`config.mk`:
```
export PLATFORM = sky130hd
export DESIGN_NAME = lif_cmd_sequencer
export DESIGN_NICKNAME = d
export VERILOG_FILES = /design/src/rtl/lif_cmd_sequencer.sv
export SDC_FILE = /design/constraint.sdc
export NUM_CORES = 1
export LEC_CHECK = 0
export ABC_AREA = 1
export CORE_MARGIN = 2
export CORE_UTILIZATION = 45
export CTS_CLUSTER_DIAMETER = 80
export CTS_CLUSTER_SIZE = 20
export DETAILED_ROUTE_END_ITERATION = 10
export PLACE_DENSITY_LB_ADDON = 0.12
export SLEW_MARGIN = 20
export SYNTH_ARGS = -nofsm -noshare
export SYNTH_HDL_FRONTEND = slang
export SYNTH_SLANG_ARGS = --single-unit
```
`constraint.sdc`:
```
create_clock -name clk -period 2.4 [get_ports clk]
set_input_delay 0.72 -clock clk [delete_from_list [all_inputs] [get_ports clk]]
set_output_delay 0.72 -clock clk [all_outputs]
set_load 0.05 [all_outputs]
```
`src/rtl/lif_cmd_sequencer.sv`:
```
`default_nettype none
// +----------------------------------------------------------------------------------+
// | lif_cmd_sequencer: byte-command parser driving LIF neuron loads/steps, counts     |
// | spikes per RUN. Optional macro LIF_SEQ_FREERUN_EN enables opcode 11 = FREERUN.   |
// | Rev 1.0                                                                          |
// +----------------------------------------------------------------------------------+
module lif_cmd_sequencer #(
  parameter int N_STAGES       = 5,
  parameter int SPIKE_CNT_BITS = 8
) (
  input  logic                      clk,
  input  logic                      reset,
  input  logic                      i_cmd_valid,
  input  logic [7:0]                i_cmd_data,
  output logic                      o_cmd_ready,
  output logic [7:0]                o_nrn_data,
  output logic                      o_nrn_load,
  output logic                      o_nrn_load_weights,
  output logic                      o_nrn_step,
  input  logic                      i_nrn_spike,
  output logic                      o_busy,
  output logic                      o_done,
  output logic [SPIKE_CNT_BITS-1:0] o_spike_count
);

  localparam int c_inputs     = 2**N_STAGES;
  localparam int c_load_bytes = (c_inputs / 8 > 1) ? (c_inputs / 8) : 1;
  localparam int c_bcnt_w     = $clog2(c_load_bytes + 1);
  localparam logic [c_bcnt_w-1:0] c_last_byte = c_bcnt_w'(c_load_bytes - 1);
  localparam logic [SPIKE_CNT_BITS-1:0] c_spk_max = {SPIKE_CNT_BITS{1'b1}};

  typedef enum logic [1:0] {
    S_IDLE = 2'd0,
    S_LOAD = 2'd1,
    S_RUN  = 2'd2,
    S_FREE = 2'd3
  } state_t;

  state_t                    r_state;
  state_t                    w_state_nxt;
  logic [c_bcnt_w-1:0]       r_bcnt;
  logic [6:0]                r_step_cnt;
  logic                      r_load_w;
  logic [7:0]                r_nrn_data;
  logic                      r_nrn_load;
  logic                      r_done;
  logic [SPIKE_CNT_BITS-1:0] r_spike_cnt;

  logic       w_hdr_accept;
  logic       w_step;
  logic [1:0] w_opcode;
  logic [6:0] w_run_len;

  assign w_opcode  = i_cmd_data[7:6];
  assign w_run_len = (i_cmd_data[5:0] == 6'd0) ? 7'd64 : {1'b0, i_cmd_data[5:0]};

  always_comb begin
    w_state_nxt  = r_state;
    w_hdr_accept = 1'b0;
    w_step       = (r_state == S_RUN) || (r_state == S_FREE);
    // Ready is held low while reset is asserted so the host cannot hand over a byte then
    o_cmd_ready  = !reset && (r_state != S_RUN);
    o_busy       = (r_state != S_IDLE);
    case (r_state)
      S_IDLE, S_FREE: begin
        if (i_cmd_valid) begin
          w_hdr_accept = 1'b1;
          case (w_opcode)
            2'b00, 2'b01: w_state_nxt = S_LOAD;
            2'b10:        w_state_nxt = S_RUN;
            default: begin
`ifdef LIF_SEQ_FREERUN_EN
              w_state_nxt = S_FREE;
`else
              w_state_nxt = S_IDLE;
`endif
            end
          endcase
        end
      end
      S_LOAD: begin
        if (i_cmd_valid && (r_bcnt == c_last_byte)) w_state_nxt = S_IDLE;
      end
      S_RUN: begin
        if (r_step_cnt == 7'd1) w_state_nxt = S_IDLE;
      end
      default: w_state_nxt = S_IDLE;
    endcase
  end

  always_ff @(posedge clk or posedge reset) begin
    if (reset) begin
      r_state     <= S_IDLE;
      r_bcnt      <= '0;
      r_step_cnt  <= '0;
      r_load_w    <= 1'b0;
      r_nrn_data  <= '0;
      r_nrn_load  <= 1'b0;
      r_done      <= 1'b0;
      r_spike_cnt <= '0;
    end else begin
      r_state    <= w_state_nxt;
      r_nrn_load <= 1'b0;
      r_done     <= (r_state == S_RUN) && (r_step_cnt == 7'd1);

      if (w_hdr_accept && !w_opcode[1]) begin
        r_load_w <= ~w_opcode[0];
        r_bcnt   <= '0;
      end
      if (w_hdr_accept && (w_opcode == 2'b10)) r_step_cnt <= w_run_len;

      if ((r_state == S_LOAD) && i_cmd_valid) begin
        r_nrn_load <= 1'b1;
        r_nrn_data <= i_cmd_data;
        r_bcnt     <= r_bcnt + 1'b1;
      end

      if (r_state == S_RUN) r_step_cnt <= r_step_cnt - 7'd1;

      // A header accepted out of FREERUN clears the count, so the clear comes last
      if (w_step && i_nrn_spike && (r_spike_cnt != c_spk_max)) r_spike_cnt <= r_spike_cnt + 1'b1;
      if (w_hdr_accept && (w_opcode == 2'b10)) r_spike_cnt <= '0;
`ifdef LIF_SEQ_FREERUN_EN
      if (w_hdr_accept && (w_opcode == 2'b11)) r_spike_cnt <= '0;
`endif
    end
  end

  assign o_nrn_data         = r_nrn_data;
  assign o_nrn_load         = r_nrn_load;
  assign o_nrn_load_weights = r_nrn_load & r_load_w;
  assign o_nrn_step         = w_step;
  assign o_done             = r_done;
  assign o_spike_count      = r_spike_cnt;

endmodule
`default_nettype wire

```
==> flow_summary.json, run 1 <==
{
  "worstPathBufferInverterCount": 1,
  "dpl.cell_count": 306,
  "slew_headroom_pct": 66.6,
  "power_per_cell_area_nw_per_um2": 1260,
  "path_class": "reg2out",
  "grt_pass1_wl_microns": 6050,
  "maxCapViolations": 0,
  "cell_by_cell_trace_of_the_critical_path": "clkdlybuf4s50_1",
  "measured_slew_at_the_worst_slew_check_pin_ns": 0.500,
  "clock-sinks": 31,
  "final_cells": 314,
  "critPathMaxFanout": 6,
  "avgViaCountPerCell": 4.79,
  "pwr-share-seq_pct": 29.8,
  "detail_route.wirelength_microns": 3610,
  "setup_viol": 0,
  "switching_share_pct": 45.4,
  "run_status": "completed",
  "finalNetCount": 286,
  "synth.ff_latch_count": 31,
  "reg2reg_from": "r_state[0]$_DFFE_PP0P_",
  "synth_top_cell_by_area": "dfrtp_1",
  "hp-class": "reg2reg",
  "dr.max_layer_used": "met4",
  "critPathArrivalTime_ns": 1.55,
  "wirelength_met1_microns": 1770,
  "dieWidth_microns": 66.7,
  "critical_path_required_ns": 1.68,
  "cts_setup_buffers": 0,
  "global_route.usage.total_pct": 18.4,
  "std_cell_rows": 22,
  "clk_pin_slew_ns": 0.07,
  "postSynthCellCount": 224,
  "synthToLayoutAreaGrowth_pct": 30.2,
  "diodes": 0,
  "r2r-end": "r_step_cnt[6]$_DFFE_PP0P_",
  "syn-mean-instance-area_sq_um": 7.90,
  "die_h_microns": 66.7,
  "worst_ir_drop_vdd_v": 0.000644,
  "core_area_sq_um": 3720,
  "finalInstanceArea_sq_um": 2310,
  "synth_largest_type_area_fraction_pct": 43.8,
  "total_leakage_power_uw": 0.00113,
  "met2_wirelength_microns": 1630,
  "post_cts.resized_instances": 0,
  "grt_antenna_before_repair": 0,
  "drive_above_1_share_pct": 13.5,
  "critPathCapture": "o_spike_count[3]",
  "timing.critical_path.from_type": "flop",
  "finalClockSkew_ns": 0.00461,
  "critical_path.slowest_cell": "clkdlybuf4s50_1",
  "ctsHtreeMaxLevel": 2,
  "gp_routability_congestion": 0.799,
  "fin_setup_tns_ns": 0,
  "hold_fails_final_rpt": 0,
  "buffers_from_clock_root_to_sink_at_most": 2,
  "synth-seq-area-share_pct": 43.8,
  "switching_power_uw": 1320,
  "detailed_place.area_sq_um": 2190,
  "avgRoutedWirePerCell_microns": 11.5,
  "cts_tree": "yes",
  "critical_path_cell_count": 1,
  "final-max-slew-violation-count": 0,
  "pin_count_of_the_biggest_net_entering_global_routing": 32,
  "synthTopCellsByArea": "dfrtp_1 44%, nand2_1 14%, ha_1 6.4%, inv_1 6.1%, nand3_1 5.7%",
  "fin_ws_ns": 0.130,
  "final.period_utilization_pct": 94.6,
  "tritoncts.num_buffers": 5,
  "drc": 0,
  "leading_cell_type_in_the_layout_fill_and_taps_excluded": "nand2_1",
  "pwr-share-clk_pct": 18.3,
  "reg2reg_depth": 8,
  "grt_setup_unrepaired": "false",
  "rrSetupSlack_ns": 0.75,
  "ctsHoldBuffers": 0,
  "power_report.internal_total_uw": 1590,
  "comb_power_share_pct": 51.9,
  "die_area_sq_um": 4450,
  "syn-cell-area_sq_um": 1770,
  "commonest_non_fill_non_tap_cells_in_the_layout": "64 x nand2_1, 31 x dfrtp_1, 30 x clkdlybuf4s50_1, 29 x inv_1, 20 x nand3_1",
  "crit_family": "buffers and inverters",
  "met3RoutedLength_microns": 151,
  "dr_total_vias": 1504,
  "floorplan.io_pins": 34,
  "first_iter_violations": 98,
  "start_util_pct": 47.6,
  "grt-ovfl-total": 0,
  "pre_cts_slack_ns": 0.195,
  "ant_nets": 0,
  "dpl.hpwl_microns": 2740,
  "worstSkewPairLatency_ns": 0.28,
  "worstSetupStartpoint": "o_spike_count[3]$_DFFE_PP0P_",
  "fmax_ghz": 0.440,
  "cts.root.buffer_cell": "clkbuf_8",
  "end_kind": "primary output",
  "delay_of_the_slowest_critical_path_stage_ns": 0.84,
  "place.port_buffers": 33,
  "drt_first_pass_iters": 4,
  "first_global_vias": 1321,
  "fin_crit_ns": 2.27,
  "post_synth_num_cell_types": 29,
  "ys_warn_count": 0,
  "mappedNetlistNets": 245
}
-- registers in the layout, indices dropped and copies added, names as in the netlist --
signal	count
o_nrn_data	8
o_spike_count	8
r_step_cnt	7
r_bcnt	3
r_state	2
o_done	1
o_nrn_load	1
r_load_w	1
-- power by group through the flow --
stage | Combinational (uW) | Sequential, uW | Clock, uW
2_1_floorplan | 797 | 1160 | 0
3_3_place_gp | 1510 | 870 | 0
3_5_place_dp | 1510 | 877 | 0
4_1_cts | 1520 | 868 | 541
5_1_grt | 1650 | 894 | 566
6_report | 1510 | 866 | 531
-- synth_stat cells --
library cell	number
nand3_4	1
o22ai_1	2
o211ai_1	2
inv_1	29
nand3_1	20
buf_2	1
inv_4	2
xnor2_1	1
o21ai_1	3
nand2_2	4
o21ai_0	10
dfrtp_1	31
o211ai_2	1
a21oi_2	1
nor2_2	1
nand4_1	5
nand2_4	3
nor2_1	19
nor3_1	2
clkinv_2	1
or2_2	1
buf_4	1
nor2_4	4
nor3b_1	1
inv_2	2
a21oi_1	2
ha_1	9
o21ai_2	1
nand2_1	64
-- worst min-delay path by stage --
stage / from / endpoint / slack, ns / cells after the start
2_1_floorplan: r_bcnt[0]$_DFFE_PP0P_ / r_bcnt[0]$_DFFE_PP0P_ / 0.45 / 1
3_3_place_gp: r_bcnt[0]$_DFFE_PP0P_ / r_bcnt[0]$_DFFE_PP0P_ / 0.47 / 1
3_5_place_dp: r_bcnt[0]$_DFFE_PP0P_ / r_bcnt[0]$_DFFE_PP0P_ / 0.47 / 1
4_1_cts: r_bcnt[0]$_DFFE_PP0P_ / r_bcnt[0]$_DFFE_PP0P_ / 0.48 / 1
5_1_grt: o_nrn_data[6]$_DFFE_PP0P_ / o_nrn_data[6]$_DFFE_PP0P_ / 0.50 / 2
6_report: r_bcnt[0]$_DFFE_PP0P_ / r_bcnt[0]$_DFFE_PP0P_ / 0.48 / 1
-- per-layer routing --
layer / vias to the layer above / GRT usage (%)
met2: 26 / 27.5
met1: 682 / 25.6
met4: 0 / 6.12
li1: 791 / -
met3: 5 / 5.24
met5: - / 0
-- per-stage QoR --
step,util (%),hold WS [ns],total power (uW)
2_1_floorplan,-,0.450,1950
3_3_place_gp,58.9,0.465,2380
3_5_place_dp,58.9,0.473,2390
4_1_cts,62.1,0.483,2930
5_1_grt,62.1,0.499,3110
6_report,62.1,0.480,2910
-- cells by family after synthesis --
family	Yosys count	synth area share (%)
AO/OA/AOI/OAI	22	7.49
adder cells (fa/ha/maj)	9	6.36
AND/OR/NAND/NOR	125	33.6
buffers and inverters	36	8.27
XOR/XNOR	1	0.495
flip-flops	31	43.8
-- area by class of cell --
class,instances,area [sq um]
inverter,34,134
timing repair buffer,36,370
fill,348,1410
clock inverter,2,35.0
multi-input combinational,157,848
clock buffer,6,82.6
tap,48,60.1
sequential,31,776
-- worst reg2reg max path: cells and delay by family (launching register included) --
kind                     cells  cell delay (ns)
AO/OA/AOI/OAI                1             0.07
adder cells (fa/ha/maj)      1             0.34
buffers and inverters        2             0.17
flip-flops                   1             0.41
AND/OR/NAND/NOR              4             0.53
No activity file was read; power rests on OpenSTA's default activity.
==> run 2, diff against run 1 <==
Settings changed: REMOVE_ABC_BUFFERS set to 1.
==> flow_summary.json, run 2 (synthesis results as in run 1) <==
{
  "run_status": "completed",
  "finalNetCount": 285,
  "place.port_buffers": 33,
  "avgViaCountPerCell": 4.81,
  "grt_setup_unrepaired": "false",
  "crit_family": "buffers and inverters",
  "first_iter_violations": 90,
  "final.fill_count": 349,
  "hold_fails_final_rpt": 0,
  "dr_total_vias": 1501,
  "delay_of_the_slowest_critical_path_stage_ns": 0.84,
  "pre_cts_slack_ns": 0.198,
  "commonest_non_fill_non_tap_cells_in_the_layout": "64 x nand2_1, 31 x dfrtp_1, 30 x clkdlybuf4s50_1, 29 x inv_1, 20 x nand3_1",
  "multi_input_comb_area_sq_um": 848,
  "start_util_pct": 47.6,
  "global_route.usage.total_pct": 18.5,
  "buffers_from_clock_root_to_sink_at_most": 2,
  "final.period_utilization_pct": 95.3,
  "grt_antenna_before_repair": 0,
  "end_kind": "primary output",
  "detail_route.wirelength_microns": 3560,
  "diodes": 0,
  "fin_crit_ns": 2.29,
  "final-seq-area_sq_um": 776,
  "pin_count_of_the_biggest_net_entering_global_routing": 32,
  "hp-class": "reg2reg",
  "core_area_sq_um": 3720,
  "drc": 0,
  "maxCapViolations": 0,
  "ctsHtreeMaxLevel": 2,
  "critical_path_required_ns": 1.68,
  "cts_tree": "yes",
  "worstPathBufferInverterCount": 1,
  "tritoncts.num_buffers": 5,
  "leading_cell_type_in_the_layout_fill_and_taps_excluded": "nand2_1",
  "dpl.hpwl_microns": 2640,
  "drive_above_1_share_pct": 12.9,
  "slew_headroom_pct": 66.4,
  "post-route-util_pct": 61.0,
  "path_class": "reg2out",
  "critPathArrivalTime_ns": 1.57,
  "dpl.cell_count": 305,
  "critical_path.slowest_cell": "clkdlybuf4s50_1",
  "wirelength_met1_microns": 1740,
  "measured_slew_at_the_worst_slew_check_pin_ns": 0.503,
  "post_cts.resized_instances": 0,
  "met3RoutedLength_microns": 145,
  "final_cells": 312,
  "setup_viol": 0,
  "clock-sinks": 31,
  "avgRoutedWirePerCell_microns": 11.4,
  "fin_ws_ns": 0.114,
  "cts.root.buffer_cell": "clkbuf_8",
  "finalClockSkew_ns": 0.00409,
  "grt_pass1_wl_microns": 6140,
  "ant_nets": 0,
  "drt_first_pass_iters": 4,
  "dr.max_layer_used": "met4",
  "timing.critical_path.from_type": "flop",
  "first_global_vias": 1351,
  "worst_ir_drop_vdd_v": 0.000780,
  "synthToLayoutAreaGrowth_pct": 28.1,
  "power_per_cell_area_nw_per_um2": 1230,
  "fin_setup_tns_ns": 0,
  "cts_setup_buffers": 0,
  "final-max-slew-violation-count": 0,
  "worstSkewPairLatency_ns": 0.28,
  "ctsHoldBuffers": 0,
  "gp_routability_congestion": 0.823,
  "die_area_sq_um": 4450,
  "total_leakage_power_uw": 0.00111,
  "die_h_microns": 66.7,
  "floorplan.io_pins": 34,
  "dieWidth_microns": 66.7,
  "critPathMaxFanout": 7,
  "met2_wirelength_microns": 1610,
  "holdWs_ns": 0.477,
  "clk_pin_slew_ns": 0.06,
  "std_cell_rows": 22,
  "fmax_ghz": 0.437,
  "grt-ovfl-total": 0,
  "cell_by_cell_trace_of_the_critical_path": "clkdlybuf4s50_1"
}
## run 2: area by class of cell
| class | count | area share (%) |
|---|---|---|
| flip-flops and latches | 31 | 34.2 |
| clock buffers | 6 | 3.64 |
| repair buffers | 35 | 16.0 |
| well taps | 48 | 2.65 |
| inverters | 34 | 5.90 |
| multi-input cells | 157 | 37.4 |
| clock inverters | 1 | 0.221 |
## run 2: final timing paths
kind,end,cells past startpoint,startpoint,slack [ns]
worst max register to register,r_step_cnt[6]$_DFFE_PP0P_,8,r_state[0]$_DFFE_PP0P_,0.79
worst min-delay path,o_nrn_data[5]$_DFFE_PP0P_,2,o_nrn_data[5]$_DFFE_PP0P_,0.48
worst max-delay path,o_spike_count[4],1,o_spike_count[4]$_DFFE_PP0P_,0.11
min in group asynchronous,r_bcnt[0]$_DFFE_PP0P_,3,reset,0.86
worst min register to register,o_nrn_data[5]$_DFFE_PP0P_,2,o_nrn_data[5]$_DFFE_PP0P_,0.48
max in group asynchronous,r_step_cnt[6]$_DFFE_PP0P_,3,reset,1.25
## run 2: through the flow
step                area (sq um)  power, uW
floorplan                   1760       1940
global placement            2180       2380
detailed placement          2180       2400
CTS                         2270       2830
global route                2270       3000
finish                      2270       2800
## run 2: report_power, final
part	switching [uW]	internal (uW)	leakage, uW
Sequential	148	717	0.000400
Combinational	988	535	0.000666
Clock	184	224	0.0000470
Total	1320	1480	0.00111
## run 2: per-layer routing
| metal | vias up | global-route usage [%] |
|---|---|---|
| met5 | - | 0 |
| met4 | 0 | 7.65 |
| met3 | 6 | 5.74 |
| met2 | 22 | 28.7 |
| met1 | 686 | 23.9 |
| li1 | 787 | - |
## run 2: tightest hold or removal path, stage by stage, from the launching register on
cell and delay (ns):
dfrtp_1 0.34, nand2_1 0.05, nand2_1 0.06
